### config.mk
export PLATFORM = sky130hd
export DESIGN_NAME = multicycle_control_flat
export DESIGN_NICKNAME = d
export VERILOG_FILES = /design/src/rtl/multicycle_control_if.sv /design/src/rtl/multicycle_control.sv /design/src/flat_wrapper.sv
export SDC_FILE = /design/constraint.sdc
export NUM_CORES = 1
export LEC_CHECK = 0
export CELL_PAD_IN_SITES_DETAIL_PLACEMENT = 1
export CELL_PAD_IN_SITES_GLOBAL_PLACEMENT = 1
export CORE_ASPECT_RATIO = 0.75
export CORE_MARGIN = 2
export CORE_UTILIZATION = 34
export DETAILED_ROUTE_END_ITERATION = 8
export PLACE_DENSITY = 0.82
export SYNTH_ARGS = -nofsm -noshare
export SYNTH_HDL_FRONTEND = slang
export SYNTH_SLANG_ARGS = --single-unit
### constraint.sdc
create_clock -name clk -period 2 [get_ports clk]
set_input_delay 0.3 -clock clk [delete_from_list [all_inputs] [get_ports clk]]
set_output_delay 0.3 -clock clk [all_outputs]
set_load 0.005 [all_outputs]
### src/rtl/multicycle_control_if.sv
// rtl/multicycle_control_if.sv - control bus between the multicycle FSM and the MIPS32 datapath

interface multicycle_control_if;
   // inputs to the controller
   logic [5:0] op;
   logic       mem_ready;
   // datapath enables and selects
   logic       pc_write;
   logic       pc_write_cond;
   logic       pc_write_ne;
   logic       iord;
   logic       mem_read;
   logic       mem_write;
   logic       ir_write;
   logic [1:0] reg_dst;
   logic [1:0] mem_to_reg;
   logic       reg_write;
   logic       alu_src_a;
   logic [1:0] alu_src_b;
   logic       zero_ext;
   logic [2:0] alu_op;
   logic [1:0] pc_source;
   logic       instr_done;
   logic       illegal;

   modport master (
      input  op, mem_ready,
      output pc_write, pc_write_cond, pc_write_ne, iord, mem_read, mem_write,
             ir_write, reg_dst, mem_to_reg, reg_write, alu_src_a, alu_src_b,
             zero_ext, alu_op, pc_source, instr_done, illegal
   );

   modport slave (
      output op, mem_ready,
      input  pc_write, pc_write_cond, pc_write_ne, iord, mem_read, mem_write,
             ir_write, reg_dst, mem_to_reg, reg_write, alu_src_a, alu_src_b,
             zero_ext, alu_op, pc_source, instr_done, illegal
   );
endinterface

### src/rtl/multicycle_control.sv
// rtl/multicycle_control.sv - multicycle MIPS32 main control FSM with registered control outputs

module multicycle_control #(
   parameter logic [1:0] RA_SEL = 2'b10
) (
   input  logic                  clk,
   input  logic                  reset_n,
   multicycle_control_if.master  bus
);

   typedef enum logic [3:0] {
      S_RST, S_FETCH, S_DECODE, S_MEMADR, S_MEMRD, S_MEMWB, S_MEMWR,
      S_REXEC, S_RWB, S_IEXEC, S_IWB, S_BRANCH, S_JUMP, S_JAL, S_TRAP
   } state_t;

   localparam logic [5:0] OP_RTYPE = 6'h00;
   localparam logic [5:0] OP_J     = 6'h02;
   localparam logic [5:0] OP_JAL   = 6'h03;
   localparam logic [5:0] OP_BEQ   = 6'h04;
   localparam logic [5:0] OP_BNE   = 6'h05;
   localparam logic [5:0] OP_ADDI  = 6'h08;
   localparam logic [5:0] OP_SLTI  = 6'h0A;
   localparam logic [5:0] OP_ANDI  = 6'h0C;
   localparam logic [5:0] OP_ORI   = 6'h0D;
   localparam logic [5:0] OP_LW    = 6'h23;
   localparam logic [5:0] OP_SW    = 6'h2B;

   localparam logic [2:0] ALU_ADD   = 3'b000;
   localparam logic [2:0] ALU_SUB   = 3'b001;
   localparam logic [2:0] ALU_FUNCT = 3'b010;
   localparam logic [2:0] ALU_AND   = 3'b011;
   localparam logic [2:0] ALU_OR    = 3'b100;
   localparam logic [2:0] ALU_SLT   = 3'b101;

   // Registered Moore controls. The two flags at the end mark the states whose
   // outputs also depend on mem_ready in the current cycle.
   typedef struct packed {
      logic       pc_write;
      logic       pc_write_cond;
      logic       pc_write_ne;
      logic       iord;
      logic       mem_read;
      logic       mem_write;
      logic [1:0] reg_dst;
      logic [1:0] mem_to_reg;
      logic       reg_write;
      logic       alu_src_a;
      logic [1:0] alu_src_b;
      logic       zero_ext;
      logic [2:0] alu_op;
      logic [1:0] pc_source;
      logic       instr_done;
      logic       illegal;
      logic       in_fetch;
      logic       in_memwr;
   } ctrl_t;

   state_t     state_q, state_d;
   ctrl_t      ctrl_q, ctrl_d;
   logic [2:0] imm_alu_op;
   logic       imm_zext;

   // ALU function and immediate extension for the I-type arithmetic group
   always_comb begin
      imm_alu_op = ALU_ADD;
      imm_zext   = 1'b0;
      case (bus.op)
         OP_ANDI: begin
            imm_alu_op = ALU_AND;
            imm_zext   = 1'b1;
         end
         OP_ORI: begin
            imm_alu_op = ALU_OR;
            imm_zext   = 1'b1;
         end
         OP_SLTI: imm_alu_op = ALU_SLT;
         default: imm_alu_op = ALU_ADD;
      endcase
   end

   // Next-state logic: memory phases hold until mem_ready, DECODE dispatches on op
   always_comb begin
      state_d = state_q;
      case (state_q)
         S_RST:    state_d = S_FETCH;
         S_FETCH:  if (bus.mem_ready) state_d = S_DECODE;
         S_DECODE: begin
            case (bus.op)
               OP_LW, OP_SW:                      state_d = S_MEMADR;
               OP_RTYPE:                          state_d = S_REXEC;
               OP_ADDI, OP_ANDI, OP_ORI, OP_SLTI: state_d = S_IEXEC;
               OP_BEQ, OP_BNE:                    state_d = S_BRANCH;
               OP_J:                              state_d = S_JUMP;
               OP_JAL:                            state_d = S_JAL;
               default:                           state_d = S_TRAP;
            endcase
         end
         S_MEMADR: state_d = (bus.op == OP_LW) ? S_MEMRD : S_MEMWR;
         S_MEMRD:  if (bus.mem_ready) state_d = S_MEMWB;
         S_MEMWB:  state_d = S_FETCH;
         S_MEMWR:  if (bus.mem_ready) state_d = S_FETCH;
         S_REXEC:  state_d = S_RWB;
         S_RWB:    state_d = S_FETCH;
         S_IEXEC:  state_d = S_IWB;
         S_IWB:    state_d = S_FETCH;
         S_BRANCH: state_d = S_FETCH;
         S_JUMP:   state_d = S_FETCH;
         S_JAL:    state_d = S_FETCH;
         S_TRAP:   state_d = S_TRAP;
         default:  state_d = S_RST;
      endcase
   end

   // Controls for the state being entered, so they appear as flop outputs
   always_comb begin
      ctrl_d = '0;
      case (state_d)
         S_FETCH: begin
            ctrl_d.mem_read  = 1'b1;
            ctrl_d.alu_src_b = 2'b01;
            ctrl_d.alu_op    = ALU_ADD;
            ctrl_d.in_fetch  = 1'b1;
         end
         S_DECODE: begin
            // branch target precomputed while the opcode is decoded
            ctrl_d.alu_src_b = 2'b11;
            ctrl_d.alu_op    = ALU_ADD;
         end
         S_MEMADR: begin
            ctrl_d.alu_src_a = 1'b1;
            ctrl_d.alu_src_b = 2'b10;
            ctrl_d.alu_op    = ALU_ADD;
         end
         S_MEMRD: begin
            ctrl_d.mem_read = 1'b1;
            ctrl_d.iord     = 1'b1;
         end
         S_MEMWB: begin
            ctrl_d.reg_write  = 1'b1;
            ctrl_d.mem_to_reg = 2'b01;
            ctrl_d.instr_done = 1'b1;
         end
         S_MEMWR: begin
            ctrl_d.mem_write = 1'b1;
            ctrl_d.iord      = 1'b1;
            ctrl_d.in_memwr  = 1'b1;
         end
         S_REXEC: begin
            ctrl_d.alu_src_a = 1'b1;
            ctrl_d.alu_op    = ALU_FUNCT;
         end
         S_RWB: begin
            ctrl_d.reg_write  = 1'b1;
            ctrl_d.reg_dst    = 2'b01;
            ctrl_d.instr_done = 1'b1;
         end
         S_IEXEC: begin
            ctrl_d.alu_src_a = 1'b1;
            ctrl_d.alu_src_b = 2'b10;
            ctrl_d.alu_op    = imm_alu_op;
            ctrl_d.zero_ext  = imm_zext;
         end
         S_IWB: begin
            // ALU settings held so ALUOut stays consistent during writeback
            ctrl_d.reg_write  = 1'b1;
            ctrl_d.alu_op     = imm_alu_op;
            ctrl_d.zero_ext   = imm_zext;
            ctrl_d.instr_done = 1'b1;
         end
         S_BRANCH: begin
            ctrl_d.alu_src_a     = 1'b1;
            ctrl_d.alu_op        = ALU_SUB;
            ctrl_d.pc_source     = 2'b01;
            ctrl_d.pc_write_cond = (bus.op == OP_BEQ);
            ctrl_d.pc_write_ne   = (bus.op == OP_BNE);
            ctrl_d.instr_done    = 1'b1;
         end
         S_JUMP: begin
            ctrl_d.pc_write   = 1'b1;
            ctrl_d.pc_source  = 2'b10;
            ctrl_d.instr_done = 1'b1;
         end
         S_JAL: begin
            // PC already holds PC+4 here, which is the link value
            ctrl_d.pc_write   = 1'b1;
            ctrl_d.pc_source  = 2'b10;
            ctrl_d.reg_write  = 1'b1;
            ctrl_d.reg_dst    = RA_SEL;
            ctrl_d.mem_to_reg = 2'b10;
            ctrl_d.instr_done = 1'b1;
         end
         S_TRAP: ctrl_d.illegal = 1'b1;
         default: ctrl_d = '0;
      endcase
   end

   // State and control registers; reset clears everything at once
   always_ff @(posedge clk or negedge reset_n) begin
      if (!reset_n) begin
         state_q <= S_RST;
         ctrl_q  <= '0;
      end else begin
         state_q <= state_d;
         ctrl_q  <= ctrl_d;
      end
   end

   // Handshake-qualified enables combine the registered state flag with mem_ready
   assign bus.ir_write      = ctrl_q.in_fetch & bus.mem_ready;
   assign bus.pc_write      = ctrl_q.pc_write | (ctrl_q.in_fetch & bus.mem_ready);
   assign bus.instr_done    = ctrl_q.instr_done | (ctrl_q.in_memwr & bus.mem_ready);
   assign bus.pc_write_cond = ctrl_q.pc_write_cond;
   assign bus.pc_write_ne   = ctrl_q.pc_write_ne;
   assign bus.iord          = ctrl_q.iord;
   assign bus.mem_read      = ctrl_q.mem_read;
   assign bus.mem_write     = ctrl_q.mem_write;
   assign bus.reg_dst       = ctrl_q.reg_dst;
   assign bus.mem_to_reg    = ctrl_q.mem_to_reg;
   assign bus.reg_write     = ctrl_q.reg_write;
   assign bus.alu_src_a     = ctrl_q.alu_src_a;
   assign bus.alu_src_b     = ctrl_q.alu_src_b;
   assign bus.zero_ext      = ctrl_q.zero_ext;
   assign bus.alu_op        = ctrl_q.alu_op;
   assign bus.pc_source     = ctrl_q.pc_source;
   assign bus.illegal       = ctrl_q.illegal;

endmodule

### src/flat_wrapper.sv
// flat-port wrapper written by rule: the top's interface ports become plain ports
module multicycle_control_flat 
#(
   parameter logic [1:0] RA_SEL = 2'b10
)
  (clk, reset_n, bus_op, bus_mem_ready, bus_pc_write, bus_pc_write_cond, bus_pc_write_ne, bus_iord, bus_mem_read, bus_mem_write, bus_ir_write, bus_reg_dst, bus_mem_to_reg, bus_reg_write, bus_alu_src_a, bus_alu_src_b, bus_zero_ext, bus_alu_op, bus_pc_source, bus_instr_done, bus_illegal);
  multicycle_control_if bus_i ();
  input  logic clk;
  input  logic reset_n;
  input wire logic [$bits(bus_i.op)-1:0] bus_op;
  input wire logic [$bits(bus_i.mem_ready)-1:0] bus_mem_ready;
  output wire logic [$bits(bus_i.pc_write)-1:0] bus_pc_write;
  output wire logic [$bits(bus_i.pc_write_cond)-1:0] bus_pc_write_cond;
  output wire logic [$bits(bus_i.pc_write_ne)-1:0] bus_pc_write_ne;
  output wire logic [$bits(bus_i.iord)-1:0] bus_iord;
  output wire logic [$bits(bus_i.mem_read)-1:0] bus_mem_read;
  output wire logic [$bits(bus_i.mem_write)-1:0] bus_mem_write;
  output wire logic [$bits(bus_i.ir_write)-1:0] bus_ir_write;
  output wire logic [$bits(bus_i.reg_dst)-1:0] bus_reg_dst;
  output wire logic [$bits(bus_i.mem_to_reg)-1:0] bus_mem_to_reg;
  output wire logic [$bits(bus_i.reg_write)-1:0] bus_reg_write;
  output wire logic [$bits(bus_i.alu_src_a)-1:0] bus_alu_src_a;
  output wire logic [$bits(bus_i.alu_src_b)-1:0] bus_alu_src_b;
  output wire logic [$bits(bus_i.zero_ext)-1:0] bus_zero_ext;
  output wire logic [$bits(bus_i.alu_op)-1:0] bus_alu_op;
  output wire logic [$bits(bus_i.pc_source)-1:0] bus_pc_source;
  output wire logic [$bits(bus_i.instr_done)-1:0] bus_instr_done;
  output wire logic [$bits(bus_i.illegal)-1:0] bus_illegal;
  assign bus_i.op = bus_op;
  assign bus_i.mem_ready = bus_mem_ready;
  assign bus_pc_write = bus_i.pc_write;
  assign bus_pc_write_cond = bus_i.pc_write_cond;
  assign bus_pc_write_ne = bus_i.pc_write_ne;
  assign bus_iord = bus_i.iord;
  assign bus_mem_read = bus_i.mem_read;
  assign bus_mem_write = bus_i.mem_write;
  assign bus_ir_write = bus_i.ir_write;
  assign bus_reg_dst = bus_i.reg_dst;
  assign bus_mem_to_reg = bus_i.mem_to_reg;
  assign bus_reg_write = bus_i.reg_write;
  assign bus_alu_src_a = bus_i.alu_src_a;
  assign bus_alu_src_b = bus_i.alu_src_b;
  assign bus_zero_ext = bus_i.zero_ext;
  assign bus_alu_op = bus_i.alu_op;
  assign bus_pc_source = bus_i.pc_source;
  assign bus_instr_done = bus_i.instr_done;
  assign bus_illegal = bus_i.illegal;
  multicycle_control #(.RA_SEL(RA_SEL)) u_core (.clk(clk), .reset_n(reset_n), .bus(bus_i));
endmodule
# --- Word level (Yosys, flattened, before mapping) ---
# Index checks and enable logic that the tools add are counted.
word_totals:
  regBits: 27
  inputBits: 9
  out_inout_bits: 23
op_classes:
  n_eq_ne: 38
  muxes: 24
  n_bitwise: 4
  n_reduce_logical: 15
op_table:
  columns: ["cell", "n"]
  rows:
  - ["$eq 4x4->1 const B", 14]
  - ["$pmux 4 s9", 1]
  - ["$eq 4x3->1 const B", 8]
  - ["$eq 6x4->1 const B", 4]
  - ["$pmux 4 s6", 1]
  - ["$pmux 3 s3", 2]
  - ["$eq 4x2->1 const B", 4]
  - ["$reduce_or 2->1", 8]
  - ["$eq 6x2->1 const B", 2]
  - ["$eq 6x3->1 const B", 2]
  - ["$eq 6x6->1 const B", 2]
  - ["$mux 4", 3]
  - ["$pmux 2 s2", 3]
  - ["$reduce_or 4->1", 3]
  - ["$mux 1", 11]
  - ["$eq 4x1->1 const B", 2]
  - ["$reduce_or 7->1", 1]
  - ["$logic_not 6->1", 1]
  - ["$pmux 2 s3", 1]
  - ["$reduce_or 6->1", 1]
  - ["$logic_not 4->1", 1]
  - ["$mux 2", 2]
  - ["$and 1x1->1", 2]
  - ["$or 1x1->1", 2]

# --- Logic depth before layout (Yosys ltp) ---
# Gate-level depths: netlist (run 1).
logic_depth:
  depth_word: 7
  depth_mapped: 9
  depth_no_buf: 7

# --- Worst setup path after synthesis (run 1) ---
# Ideal clock, no wire load.
synth_timing:
  kind: "register -> register"
  from: "reg u_core.state_q[0]"
  to: "reg u_core.ctrl_q (netlist bit u_core.bus.alu_op[2])"
  setup_time_ns: 0.127
  arrival_time_ns: 1.810
  required_time_ns: 1.873
  path_slack_ns: 0.062
  stages_incl_launch_ff: 8
  path_buffers: 1
  period_less_slack_ns: 1.938
  cell_sequence: "dfrtp_1 -> or4b_1 -> o21ba_2 -> a221o_1 -> buf_4 -> nor2_1 -> a31oi_1 -> nor3_1"
synth_rtl:
  columns: ["item", "line_no", "source"]
  rows:
  - ["start, declared", "multicycle_control.sv:58", "state_t state_q, state_d;"]
  - ["start signal, assigned", "multicycle_control.sv:203", "state_q <= state_d;"]
  - ["end signal, assigned", "multicycle_control.sv:204", "ctrl_q <= ctrl_d;"]
  - ["end, declared", "multicycle_control.sv:59", "ctrl_t ctrl_q, ctrl_d;"]

==> results of run 1 <==
-- stage by stage --
step	total power [W]	setup WS [ps]	util (%)	TNS (ps)	area [um2]
after detailed placement	0.00263	-477	48.4	-8050	1990
after global placement	0.00254	-369	48.4	-6290	1990
after global routing	0.00384	-113	55.9	-790	2290
after floorplan	0.00181	62.2	-	0	1470
final	0.00369	-78.5	55.9	-265	2290
after CTS	0.00312	1.81	51.6	0	2120
-- timing repair --
action | CTS | global route
resized for setup | 16 | 32
buffers inserted | 6 | 5
cloned | 0 | 0
pin swaps | 12 | 10
hold buffers | 0 | 0
endpoints found under the setup margin | 21 | 18
hold endpoints to repair | 0 | 0
-- per-layer routing --
metal  up-vias  part of all wire (%)  global-route usage (%)
met4         0                   3.8                    8.72
met1       718                    42                    23.1
li1        624                     -                       -
met3        20                   4.7                    4.91
met2        66                    50                    35.4
met5         -                     0                       0
-- kinds of logic after synthesis --
group	synth area share (%)
and+or+nand+nor	25.5
AOI/OAI and AO/OA	15.6
DFF	46.1
buffers and inverters	10.2
xor gates and xnor gates	1.20
muxes	1.45
-- worst register-to-register path, stage by stage, from the launching register on --
cell and delay (ps):
dfrtp_1 400, or4b_4 590, a31o_1 220, and3_1 190
buf_6 140, inv_6 80, nor2_1 80, o41ai_4 280
-- cell usage in the layout (no fill, tap or decap), types with 2 or more instances in the layout --
| master | Yosys | final |
|---|---|---|
| nand2_1 | 11 | 7 |
| buf_6 | 1 | 7 |
| dlygate4sd2_1 | 0 | 5 |
| o21ai_1 | 1 | 2 |
| a41oi_2 | 1 | 2 |
| nor2_2 | 0 | 2 |
| inv_1 | 3 | 2 |
| clkbuf_8 | 0 | 3 |
| nand3_1 | 2 | 2 |
| a21o_1 | 2 | 2 |
| and2_1 | 3 | 3 |
| nor2_1 | 16 | 14 |
| xnor2_1 | 2 | 2 |
| clkdlybuf4s50_1 | 0 | 24 |
| dlymetal6s2s_1 | 0 | 2 |
| dfrtp_1 | 27 | 27 |
| nand2_2 | 0 | 4 |
| nor3_1 | 8 | 7 |
| nand2b_1 | 8 | 8 |
| or2_2 | 3 | 3 |
| buf_4 | 12 | 38 |
| a21oi_2 | 0 | 3 |
| inv_2 | 2 | 2 |
| o21ai_0 | 4 | 3 |
-- power by group through the flow --
stage               Sequential, W  Combinational, W  Clock (W)
floorplan                0.000775           0.00103          0
global placement         0.000766           0.00178          0
detailed placement       0.000772           0.00186          0
CTS                      0.000766           0.00205   0.000302
global route             0.000795           0.00272   0.000328
finish                   0.000777           0.00261   0.000303
-- final cells by class --
class | instances | area, um2 | share of cell area, %
Clock buffer | 4 | 45.0 | 1.96
Inverter | 6 | 31.3 | 1.36
Multi-Input combinational cell | 98 | 800 | 34.9
Sequential cell | 27 | 676 | 29.5
Tap cell | 55 | 68.8 | 3.00
Timing Repair Buffer | 76 | 673 | 29.4
-- path summary, 6_finish.rpt --
| kind | from | endpoint | slack [ps] | depth (start not counted) |
|---|---|---|---|---|
| max | u_core.state_q[2]$_DFF_PN0_ | u_core.bus.alu_op[0]$_DFF_PN0_ | -80 | 7 |
| min | reset_n | u_core.bus.zero_ext$_DFF_PN0_ | 400 | 2 |
| max reg2reg | u_core.state_q[2]$_DFF_PN0_ | u_core.bus.alu_op[0]$_DFF_PN0_ | -80 | 7 |
| min reg2reg | u_core.state_q[0]$_DFF_PN0_ | u_core.bus.reg_dst[0]$_DFF_PN0_ | 840 | 3 |
| max in group asynchronous | reset_n | u_core.bus.alu_src_b[1]$_DFF_PN0_ | 1350 | 2 |
| min in group clk | bus_op[0] | u_core.bus.pc_write_cond$_DFF_PN0_ | 590 | 3 |
==> metrics, run 1 <==
status=complete, but fails checks; failing checks=setup timing; Max IR drop VDD=0.642 mV; Clk pwr share=8.2%; Slowest cell on crit path=or4b_4; drt wl/cell=20.3 um; Detailed Route WL=5400 um; Pwr Density=1610 mW/mm2; chip height=60.9 um; Fill cells=462; CP required=2160 ps; die span in x=79.8 um; fin. max-slew vios=0; synth cell count leaders=dfrtp_1, nor2_1, buf_4, nand2_1; RSZ-0062 raised after global routing=true; Antenna Cells=0; Final HPWL DP=2980 um; crit-path cells=or4b_4, a31o_1, and3_1, buf_6, inv_6, nor2_1, o41ai_4; post-route ant nets=0; register area share after synthesis=46.1%; combinational share of power=70.7%; internal power=0.00212 W; IO Pins=32; hold slack=400 ps; Synth Register Bits=27; Pre-Repair DR Iteration Count=4; Root Buffer=clkbuf_8; CP Launch Type=flop; nets=221; total CTS buffers=3; sequential share of power=21.1%; clock tree buffer depth=2; Synth cell types=49; number of global-route vias before repair=1412; Post-Layout Cell Count=266; GPL Wtd Cong=0.868; largest net degree at the start of global routing=28; I/O Buffers=31; arrival time worst endpoint=2240 ps; Clock transition at path regs=90 ps; Mean Syn Cell Area=9.90 um2; crit path kind=flop to flop; post-synth net total=157; Critical Path Max Stage Delay=590 ps; number of synthesized flops with an enable pin=0; Crit. End Element=flop; starting density of the core=35.7%; die area=0.00486 mm2; fin crit period=2080 ps; GRT overflow=0; Sw Ratio=42.5%; count leader, synth=dfrtp_1; CP top delay family=simple AND/OR/NAND/NOR gates; Max Cap Violations=0; CTS tree=yes; Synth Instances=148; Yosys warnings=0; Primary FF master, synth=dfrtp_1; vias=1428; placeable core area=0.00410 mm2; first-pass GRT wire length=7020 um; normalized max-slew margin=66.6%; share of layout cells above drive strength 1=42.7%; Mapped Area=0.00147 mm2; H-tree depth=1; Iter 0 DRT Violations=96; worst skew pair latency=270 ps; worst path bufs/invs=2; crit share post-route=104%; area leader, netlist=dfrtp_1; drt via density=5.37; # placed instances=252; final setup fails=9; fmax=481 MHz; Total Routing Usage GR=19.8%; clock sink count=27; crit path max fanout=6; Net Sw Power=0.00157 W; max reg flops=4; Final Skew=2.89 ps; Residual DRC=0; Final WS setup=-78.5 ps; Worst-Margin Slew=497 ps; Layout Area Growth over Synthesis=56.5%; Fin. Hold Viols=0; P_leak=1.02 nW; Reg with most FFs=u_core.state_q; top post-synthesis cells by area=dfrtp_1, buf_4, nor2_1, nand2b_1, nand2_1; fraction of registers with async set/reset=100%; floorplan row count=20; top cell type's share of synthesized area=46.1%; initial antenna violation count=0; worst min path class=input pin to async pin
Power figures use the tool's default switching activity.
==> run 2, diff against run 1 <==
CTS_CLUSTER_DIAMETER = 60   (was unset)
==> results of run 2 <==
The final DEF is identical to that of run 1; final timing and power are the same.
==> run 3, diff against run 2 <==
CORE_MARGIN = 1.5   (was 2)
PLACE_DENSITY = unset   (was 0.82)
PLACE_DENSITY_LB_ADDON = 0.08   (was unset)
==> run 3 against run 2 <==
Against the previous run: the flow now finishes without violations; combinational power decreased by 7%; die area decreased by 2.9%; wire length decreased by 23%; critical endpoint is now u_core.bus.pc_write_ne$_DFF_PN0_; highest routed layer unchanged.
==> metrics, run 3 (synthesized netlist as in run 1, its figures left out) <==
Root Buffer=clkbuf_8; commonest non-fill, non-tap cell in the layout=buf_4; Sw Ratio=39.0%; Total Routing Usage GR=17.7%; Max IR drop VDD=0.811 mV; crit share post-route=99.6%; GRT overflow=0; Iter 0 DRT Violations=43; Final Skew=6.54 ps; I/O Buffers=31; total CTS buffers=3; Layout Area Growth over Synthesis=56.4%; status=finished clean; Clock transition at path regs=90 ps; fin crit period=1990 ps; share of layout cells above drive strength 1=44.2%; max reg flops=4; Net Sw Power=0.00136 W; final setup fails=0; busiest grt layer=met2; met2 Use GR=28.2%; Fin. Hold Viols=0; Setup WS pre-CTS=-489 ps; internal power=0.00212 W; post-route ant nets=0; CP Launch Type=input pin; placeable core area=0.00410 mm2; Max Cap Violations=0; Antenna Cells=0; RSZ-0062 raised after global routing=true; Final WS setup=7.09 ps; P_leak=1.03 nW; die area=0.00472 mm2; sequential share of power=21.9%; initial antenna violation count=0; Pwr Density=1520 mW/mm2; Worst-Margin Slew=397 ps; chip height=59.9 um; arrival time worst endpoint=2170 ps; Final HPWL DP=2870 um; die span in x=78.8 um; starting density of the core=35.7%; worst skew pair latency=270 ps; CTS tree=yes; commonest cells after routing, fill and taps aside=buf_4, dfrtp_1, clkdlybuf4s50_1; Post-CTS Hold Fix Bufs=0; largest net degree at the start of global routing=28; H-tree depth=1; CP required=2180 ps; fmax=502 MHz; nets=225; setup_tns=0 ps; drt via density=4.79; drt wl/cell=15.4 um; normalized max-slew margin=73.3%; vias=1294; IO Pins=32; first-pass GRT wire length=6270 um; met3 Use GR=3.82%; clock sink count=27; Reg with most FFs=u_core.state_q; number of global-route vias before repair=1265; met1 usage=25.6%; Crit. End Element=flop; Pre-Repair DR Iteration Count=4; clock tree buffer depth=2; worst min path class=input pin to async pin; Clk pwr share=8.7%; combinational share of power=69.4%; floorplan row count=20; crit path kind=input pin to flop; Detailed Route WL=4150 um; fin. max-slew vios=0; crit path max fanout=7; GPL Wtd Cong=0.840; Residual DRC=0
-- run 3: changes by cell type in the layout (fill, tap and decap cells not counted), moves of 2 or more --
cell / delta
dlymetal6s2s_1: -2
nor2b_1: +2
buf_4: +6
buf_6: -2
nand2_1: +3
nand2_2: -3
nand2b_4: +3
nand2b_1: -3
-- run 3: worst paths after layout --
check | startpoint | depth (start not counted) | slack [ps] | to
max | bus_op[4] | 8 | 7 | u_core.bus.pc_write_ne$_DFF_PN0_
min | reset_n | 2 | 390 | u_core.bus.zero_ext$_DFF_PN0_
max reg2reg | u_core.state_q[3]$_DFF_PN0_ | 7 | 20 | u_core.bus.pc_write_cond$_DFF_PN0_
min reg2reg | u_core.state_q[0]$_DFF_PN0_ | 3 | 720 | u_core.bus.reg_dst[0]$_DFF_PN0_
max in group asynchronous | reset_n | 2 | 1350 | u_core.bus.pc_source[1]$_DFF_PN0_
min in group clk | bus_op[0] | 3 | 530 | u_core.bus.pc_write_cond$_DFF_PN0_
-- run 3: worst max-delay path: stages --
cell             delay (ps)
clkdlybuf4s50_1         440
or4_4                   540
a41oi_2                 180
and3_4                  210
buf_6                   140
inv_8                    50
and3_4                  170
and2_4                  130
-- run 3: area by class of cell --
cell class / instances / area [um2]
fillers: 456 / 1810
inverters: 6 / 35.0
well taps: 55 / 68.8
clock inverters: 1 / 5.00
clock buffers: 3 / 41.3
multi-input cells: 98 / 777
repair buffers: 80 / 689
flip-flops and latches: 27 / 676
-- run 3: metrics by stage --
stage / utilization, % / cells / hold slack [ps] / instance area [um2] / total power [W]
floorplan: - / 148 / 4.41 / 1470 / 0.00181
global placement: 48.4 / 252 / 664 / 1990 / 0.00255
detailed placement: 48.4 / 252 / 659 / 1990 / 0.00259
CTS: 52.2 / 266 / 408 / 2140 / 0.00310
global route: 55.9 / 270 / 423 / 2290 / 0.00372
finish: 55.9 / 270 / 393 / 2290 / 0.00348
-- run 3: layer usage --
layer  part of all wire (%)  vias to the layer above
li1                       -                      636
met1                     50                      632
met2                     46                       24
met3                    3.2                        2
met4                   0.27                        0
met5                      0                        -
-- run 3: what timing repair did --
| item | 4_1_cts | 5_1_grt |
|---|---|---|
| hold endpoints to repair | 0 | 0 |
| buffers inserted | 10 | 4 |
| gates resized for setup | 15 | 27 |
| setup endpoints to repair | 21 | 19 |
| pin swaps | 5 | 13 |
-- run 3: power by group through the flow --
stage,logic (W),registers (W),clock network (W)
3_3_place_gp,0.00179,0.000761,0
3_5_place_dp,0.00182,0.000770,0
6_report,0.00242,0.000763,0.000303
5_1_grt,0.00261,0.000781,0.000327
2_1_floorplan,0.00103,0.000775,0
4_1_cts,0.00203,0.000762,0.000310
